File: src/rtl/fifo_sync_if.sv
// fifo_sync handshake bundle: write/read requests, flush, error clear,
// head data and occupancy/error flags.
interface fifo_sync_if #(
  parameter int DataWidth = 8,
  parameter int Depth     = 8
);
  localparam int CountWidth = $clog2(Depth) + 1;

  logic                  i_flush;
  logic                  i_wr_en;
  logic [DataWidth-1:0]  i_wr_data;
  logic                  i_rd_en;
  logic                  i_err_clr;
  logic [DataWidth-1:0]  o_rd_data;
  logic                  o_full;
  logic                  o_empty;
  logic                  o_almost_full;
  logic                  o_almost_empty;
  logic [CountWidth-1:0] o_count;
  logic                  o_overflow;
  logic                  o_underflow;

  modport master (
    output i_flush, i_wr_en, i_wr_data,
    output i_rd_en, i_err_clr,
    input  o_rd_data, o_full, o_empty,
    input  o_almost_full, o_almost_empty,
    input  o_count, o_overflow, o_underflow
  );

  modport slave (
    input  i_flush, i_wr_en, i_wr_data,
    input  i_rd_en, i_err_clr,
    output o_rd_data, o_full, o_empty,
    output o_almost_full, o_almost_empty,
    output o_count, o_overflow, o_underflow
  );
endinterface

File: src/rtl/fifo_sync.sv
// Synchronous first-word-fall-through FIFO with registered occupancy.
// Sticky overflow/underflow flags exist only with FIFO_SYNC_ERR_FLAGS_EN.
module fifo_sync #(
  parameter int DataWidth         = 8,
  parameter int Depth             = 8,
  parameter int AlmostFullThresh  = Depth - 2,
  parameter int AlmostEmptyThresh = 2
) (
  input  logic       i_clk,
  input  logic       i_rst_n,
  fifo_sync_if.slave bus
);
  localparam int AddrWidth  = $clog2(Depth);
  localparam int CountWidth = AddrWidth + 1;

  typedef logic [AddrWidth:0]    ptr_t;
  typedef logic [CountWidth-1:0] cnt_t;

  logic [DataWidth-1:0] mem_q [Depth];

  ptr_t wr_ptr_q, wr_ptr_d;
  ptr_t rd_ptr_q, rd_ptr_d;
  cnt_t count_q, count_d;

  logic full;
  logic empty;
  logic wr_acc;
  logic rd_acc;

  assign full  = count_q == cnt_t'(Depth);
  assign empty = count_q == '0;

  // a pop frees a slot, so a full FIFO still takes a same-cycle write
  assign rd_acc = bus.i_rd_en & ~empty & ~bus.i_flush;
  assign wr_acc = bus.i_wr_en & (~full | rd_acc)
                & ~bus.i_flush;

  always_comb begin
    wr_ptr_d = wr_ptr_q;
    rd_ptr_d = rd_ptr_q;
    count_d  = count_q;
    if (bus.i_flush) begin
      wr_ptr_d = '0;
      rd_ptr_d = '0;
      count_d  = '0;
    end else begin
      if (wr_acc) wr_ptr_d = wr_ptr_q + ptr_t'(1);
      if (rd_acc) rd_ptr_d = rd_ptr_q + ptr_t'(1);
      unique case ({wr_acc, rd_acc})
        2'b10:   count_d = count_q + cnt_t'(1);
        2'b01:   count_d = count_q - cnt_t'(1);
        default: count_d = count_q;
      endcase
    end
  end

  always_ff @(posedge i_clk or negedge i_rst_n) begin
    if (!i_rst_n) begin
      wr_ptr_q <= '0;
      rd_ptr_q <= '0;
      count_q  <= '0;
    end else begin
      wr_ptr_q <= wr_ptr_d;
      rd_ptr_q <= rd_ptr_d;
      count_q  <= count_d;
    end
  end

  always_ff @(posedge i_clk) begin
    if (wr_acc) begin
      mem_q[wr_ptr_q[AddrWidth-1:0]] <= bus.i_wr_data;
    end
  end

  assign bus.o_rd_data = mem_q[rd_ptr_q[AddrWidth-1:0]];
  assign bus.o_count   = count_q;
  assign bus.o_full    = full;
  assign bus.o_empty   = empty;
  assign bus.o_almost_full =
    count_q >= cnt_t'(AlmostFullThresh);
  assign bus.o_almost_empty =
    count_q <= cnt_t'(AlmostEmptyThresh);

`ifdef FIFO_SYNC_ERR_FLAGS_EN
  logic ovf_q, ovf_d;
  logic unf_q, unf_d;
  logic ovf_set;
  logic unf_set;

  // empty with a same-cycle write is a legal pass-through, not underflow
  assign ovf_set = bus.i_wr_en & ~wr_acc & ~bus.i_flush;
  assign unf_set = bus.i_rd_en & empty & ~bus.i_wr_en
                 & ~bus.i_flush;

  always_comb begin
    ovf_d = ovf_set | (ovf_q & ~bus.i_err_clr);
    unf_d = unf_set | (unf_q & ~bus.i_err_clr);
  end

  always_ff @(posedge i_clk or negedge i_rst_n) begin
    if (!i_rst_n) begin
      ovf_q <= 1'b0;
      unf_q <= 1'b0;
    end else begin
      ovf_q <= ovf_d;
      unf_q <= unf_d;
    end
  end

  assign bus.o_overflow  = ovf_q;
  assign bus.o_underflow = unf_q;
`else
  logic unused_err_clr;
  assign unused_err_clr  = bus.i_err_clr;
  assign bus.o_overflow  = 1'b0;
  assign bus.o_underflow = 1'b0;
`endif
endmodule

File: src/flat_wrapper.sv
// flat-port wrapper written by rule: the top's interface ports become plain ports
module fifo_sync_flat 
#(
  parameter int DataWidth         = 8,
  parameter int Depth             = 8,
  parameter int AlmostFullThresh  = Depth - 2,
  parameter int AlmostEmptyThresh = 2
)
  (i_clk, i_rst_n, bus_i_flush, bus_i_wr_en, bus_i_wr_data, bus_i_rd_en, bus_i_err_clr, bus_o_rd_data, bus_o_full, bus_o_empty, bus_o_almost_full, bus_o_almost_empty, bus_o_count, bus_o_overflow, bus_o_underflow);
  fifo_sync_if #(.DataWidth(DataWidth), .Depth(Depth)) bus_i ();
  input  logic i_clk;
  input  logic i_rst_n;
  input wire logic [$bits(bus_i.i_flush)-1:0] bus_i_flush;
  input wire logic [$bits(bus_i.i_wr_en)-1:0] bus_i_wr_en;
  input wire logic [$bits(bus_i.i_wr_data)-1:0] bus_i_wr_data;
  input wire logic [$bits(bus_i.i_rd_en)-1:0] bus_i_rd_en;
  input wire logic [$bits(bus_i.i_err_clr)-1:0] bus_i_err_clr;
  output wire logic [$bits(bus_i.o_rd_data)-1:0] bus_o_rd_data;
  output wire logic [$bits(bus_i.o_full)-1:0] bus_o_full;
  output wire logic [$bits(bus_i.o_empty)-1:0] bus_o_empty;
  output wire logic [$bits(bus_i.o_almost_full)-1:0] bus_o_almost_full;
  output wire logic [$bits(bus_i.o_almost_empty)-1:0] bus_o_almost_empty;
  output wire logic [$bits(bus_i.o_count)-1:0] bus_o_count;
  output wire logic [$bits(bus_i.o_overflow)-1:0] bus_o_overflow;
  output wire logic [$bits(bus_i.o_underflow)-1:0] bus_o_underflow;
  assign bus_i.i_flush = bus_i_flush;
  assign bus_i.i_wr_en = bus_i_wr_en;
  assign bus_i.i_wr_data = bus_i_wr_data;
  assign bus_i.i_rd_en = bus_i_rd_en;
  assign bus_i.i_err_clr = bus_i_err_clr;
  assign bus_o_rd_data = bus_i.o_rd_data;
  assign bus_o_full = bus_i.o_full;
  assign bus_o_empty = bus_i.o_empty;
  assign bus_o_almost_full = bus_i.o_almost_full;
  assign bus_o_almost_empty = bus_i.o_almost_empty;
  assign bus_o_count = bus_i.o_count;
  assign bus_o_overflow = bus_i.o_overflow;
  assign bus_o_underflow = bus_i.o_underflow;
  fifo_sync #(.DataWidth(DataWidth), .Depth(Depth), .AlmostFullThresh(AlmostFullThresh), .AlmostEmptyThresh(AlmostEmptyThresh)) u_core (.i_clk(i_clk), .i_rst_n(i_rst_n), .bus(bus_i));
endmodule
File: config.mk
export PLATFORM = sky130hd
export DESIGN_NAME = fifo_sync_flat
export DESIGN_NICKNAME = d
export VERILOG_FILES = /design/src/rtl/fifo_sync_if.sv /design/src/rtl/fifo_sync.sv /design/src/flat_wrapper.sv
export SDC_FILE = /design/constraint.sdc
export NUM_CORES = 1
export LEC_CHECK = 0
export CORE_MARGIN = 2
export CORE_UTILIZATION = 55
export DETAILED_ROUTE_END_ITERATION = 16
export GPL_TIMING_DRIVEN = 0
export PLACE_DENSITY = 0.75
export SYNTH_ARGS = -nofsm -noshare
export SYNTH_HDL_FRONTEND = slang
export SYNTH_SLANG_ARGS = --single-unit
export TNS_END_PERCENT = 10
File: constraint.sdc
create_clock -name i_clk -period 6.83 [get_ports i_clk]
set_clock_uncertainty 0.2 [all_clocks]
set_input_delay 1.366 -clock i_clk [delete_from_list [all_inputs] [get_ports i_clk]]
set_output_delay 1.366 -clock i_clk [all_outputs]
set_load 0.005 [all_outputs]
==> results.tsv <==
stage	metric	value	unit
outcome	status	finished clean	
setup_path	Critical R2R Capture	u_core.bus.o_count[3]	
yosys	Synth Area in Adders	2.20	%
sta	Fin. Hold Viols	0	
power	Comb power frac	28.6	%
routing	violation count after the first detailed-route iteration	150	
power	Clock Power Share	27.0	%
clocking	total CTS buffers	9	
yosys	complex-gate fraction of the synthesized area	4.56	%
global_route	first-pass GRT wire length	9.60	mm
yosys	Post-Synthesis Cell Area	3180	sq um
setup_path	WP buf/inv	3	
clocking	Clock Tree Buf Depth	2	
setup_path	Reg2Reg Setup Slack	3.76	ns
clocking	H-tree lvl count	3	
setup_path	r2r worst-path depth	9	
yosys	mux contribution to synthesized area	15.1	%
sta	Worst-Margin Slew	1.31	ns
setup_path	slowest cell on the critical path	clkdlybuf4s50_1	
sta	RSZ-0062 raised after global routing	false	
hold_path	Worst Hold Endpoint	u_core.rd_ptr_q[1]	
hold_path	Hold Path Origin	u_core.rd_ptr_q[1]	
floorplanning	core box area	5540	sq um
routing	DRT Wirelength	5.96	mm
place	Placer Congestion	0.854	
yosys	most area-hungry cell type in the Yosys netlist	edfxtp_1	
routing	DRC	0	
setup_path	CP Data Arrival Time	2.57	ns
power	Psw	331	uW
routing	post-DR wirelength/cell	20.0	microns
place	buffers added on ports	28	
power	Int Pwr	878	uW
sta	Setup violations, final	0	
place	Post-DP HPWL	4.06	mm
setup_path	slowest stage delay, CP	0.45	ns
routing	vias post-DR	1734	
floorplanning	Initial Utilization	57.5	%
setup_path	Setup CP Type	register to output port	
yosys	area share of the largest cell type after synthesis	60.4	%
yosys	FFs w/ async S/R, synth	13.5	%
hold_path	Hold/Removal Path Class	register to register	
power	pwr/cell area	319	nW/um^2
cells_and_area	NumNets Final	240	
cells_and_area	area delta synth->final	18.9	%
yosys	Gate Count Post-Synth	179	
clocking	CTS clk-pin slew, worst paths	0.07	ns
setup_path	Crit Path Max Fanout	10	
setup_path	type of origin of the critical path	register	
sta	Slew headroom	12.3	%
setup_path	CP delay by family, top	buffers and inverters	
clocking	CTS resizes	0	
yosys	dominant synthesized flop cell	edfxtp_1	
sta	final worst slack	2.70	ns
setup_path	crit path launch	u_core.rd_ptr_q[1]	
yosys	Unique masters post-synth	41	
global_route	vias in the first global route	1821	
power	Max VDD drop	0.235	mV
floorplanning	I/O pins	32	
power	Lkg Pwr	0.00129	uW
cells_and_area	multi-input logic area	953	sq um
clocking	# hold bufs at CTS	0	
yosys	number of synthesized flops with an enable pin	64	
setup_path	crit path capture type	output port	
yosys	top post-synthesis cells by count	edfxtp_1, mux4_2, nor2_1	
yosys	XOR/XNOR Fraction of Synth Area	1.93	%
cells_and_area	Reg area	2170	sq um
global_route	total gr overflow	0	
cells_and_area	Fill cells	393	
clocking	worst-skew pair later-pin latency	0.34	ns
cells_and_area	share of layout cells above drive strength 1	23.9	%
clocking	post-CTS setup buffer count	0	
global_route	GR Util All Layers	21.5	%
cells_and_area	antenna diode count	0	
floorplanning	Die Span Y	80.1	microns
yosys	register area share after synthesis	68.2	%
clocking	CTS tree	yes	
routing	ANT nets after route	0	
routing	first drt pass iteration count	4	
yosys	Synth area leaders	edfxtp_1, mux4_2, dfrtp_1	
power	sequential share of power	44.5	%
global_route	initial antenna violation count	0	
yosys	top-count cell post-synth	edfxtp_1	
floorplanning	Die X	80.1	microns
power	switching share of power	27.4	%
flow_run	Max-cap violations	0	
setup_path	Worst EP required	5.26	ns
sta	post-route clock period utilization	60.5	%
floorplanning	# rows	27	
place	dpl ws	2.55	ns
floorplanning	die footprint	6410	sq um
sta	post-layout minimum cycle time	4.13	ns
yosys	YS warnings	0	
sta	Post-Route Setup TNS	0	ns
yosys	largest family of logic cells by synthesized area	multiplexers	
setup_path	FF-to-FF Start	u_core.bus.o_count[1]	
hold_path	WHS Path Cells	3	
routing	vias per cell	5.82	
global_route	pin count of the biggest net entering global routing	14	
yosys	Avg Synthesized Cell Area	17.8	sq um
yosys	Yosys reg bits	74	
sta	Pins Over Slew Limit	0	
sta	FMAX	0.242	GHz
yosys	Synth Area in Simple Gates	5.38	%
clocking	# clock sinks	74	
setup_path	CP cell instances	clkbuf_1, buf_2, mux4_2, mux2_2, clkdlybuf4s50_1	
clocking	Clk Tree Root Cell	clkbuf_8	
-- metal layers --
layer  share of wire, %  up-vias  wire [microns]  global-route usage, %
met5                  0        -               0                      0
met2                 53       47            3160                   34.3
met3                4.9       10             289                   5.84
met1                 41      888            2440                   27.9
met4                1.2        0              72                   9.15
li1                   -      789               -                      -
-- cells in the final DEF, fill, tap and decap left out, types with 2 or more instances in the layout --
cell             instances
edfxtp_1                64
clkdlybuf4s50_1         28
nor2_1                  16
mux4_2                  16
dfrtp_1                 10
clkbuf_8                 9
mux2_2                   8
buf_4                    5
xor2_1                   5
nor3_1                   4
ha_1                     4
buf_6                    3
clkbuf_1                 3
nand2b_1                 3
o211ai_1                 3
nand2_1                  3
mux2i_1                  3
a21oi_1                  3
buf_1                    2
nand3b_1                 2
xnor2_1                  2
conb_1                   2
clkinvlp_4               2
-- logic make-up (layout without fill, tap and decap cells) --
group           count (synthesis)  count (layout)
simple gates                   35              35
flops                          74              74
mux                            27              27
xor+xnor                        7               7
compound gates                 18              18
fa+ha+maj                       5               5
other cells                     1               2
buf+inv                        12              58
-- registers in the layout, indices dropped and copies added (netlist names) --
name,flops
u_core.bus.o_count,4
u_core.rd_ptr_q,3
u_core.wr_ptr_q,3
u_core.mem_q,64
-- metrics by stage --
| stage | instance area (sq um) | hold slack, ns | util, % | total power [uW] | cells |
|---|---|---|---|---|---|
| 5_1_grt | 3780 | 0.465 | 68.3 | 1270 | 298 |
| 2_1_floorplan | 3190 | 0.382 | - | 762 | 180 |
| 3_5_place_dp | 3590 | 0.445 | 64.7 | 893 | 282 |
| 4_1_cts | 3780 | 0.469 | 68.2 | 1220 | 298 |
| 6_report | 3780 | 0.464 | 68.3 | 1210 | 298 |
| 3_3_place_gp | 3560 | 0.403 | 64.2 | 879 | 280 |
-- layout make-up --
class / instances / share of cell area (%)
plain buffers: 11 / 2.02
clock buffers: 10 / 3.37
clock inverters: 6 / 1.75
inverters: 1 / 0.0992
multi-input cells: 94 / 25.2
flip-flops and latches: 74 / 57.4
well taps: 72 / 2.38
repair buffers: 30 / 7.80
-- power groups by stage --
stage / clock network [uW] / registers, uW / logic (uW)
finish: 326 / 538 / 345
global route: 350 / 541 / 376
CTS: 335 / 538 / 348
detailed placement: 0 / 547 / 346
global placement: 0 / 545 / 334
floorplan: 0 / 543 / 220
-- how the worst max path moves through the flow --
| stage | cells past startpoint | endpoint |
|---|---|---|
| finish | 5 | bus_o_rd_data[3] |
| detailed placement | 4 | u_core.mem_q[3][0] |
| CTS | 5 | bus_o_rd_data[6] |
| floorplan | 3 | u_core.mem_q[0][0] |
| global route | 5 | bus_o_rd_data[4] |
| global placement | 4 | u_core.mem_q[4][1] |
-- worst register-to-register path: cells and delay by family, from the launching register on --
| kind | cells | cell delay (ns) |
|---|---|---|
| simple gates | 2 | 0.57 |
| buf+inv | 1 | 0.15 |
| flops | 1 | 0.51 |
| compound gates | 5 | 1.22 |
| fa+ha+maj | 1 | 0.34 |
Power figures use the tool's default switching activity.
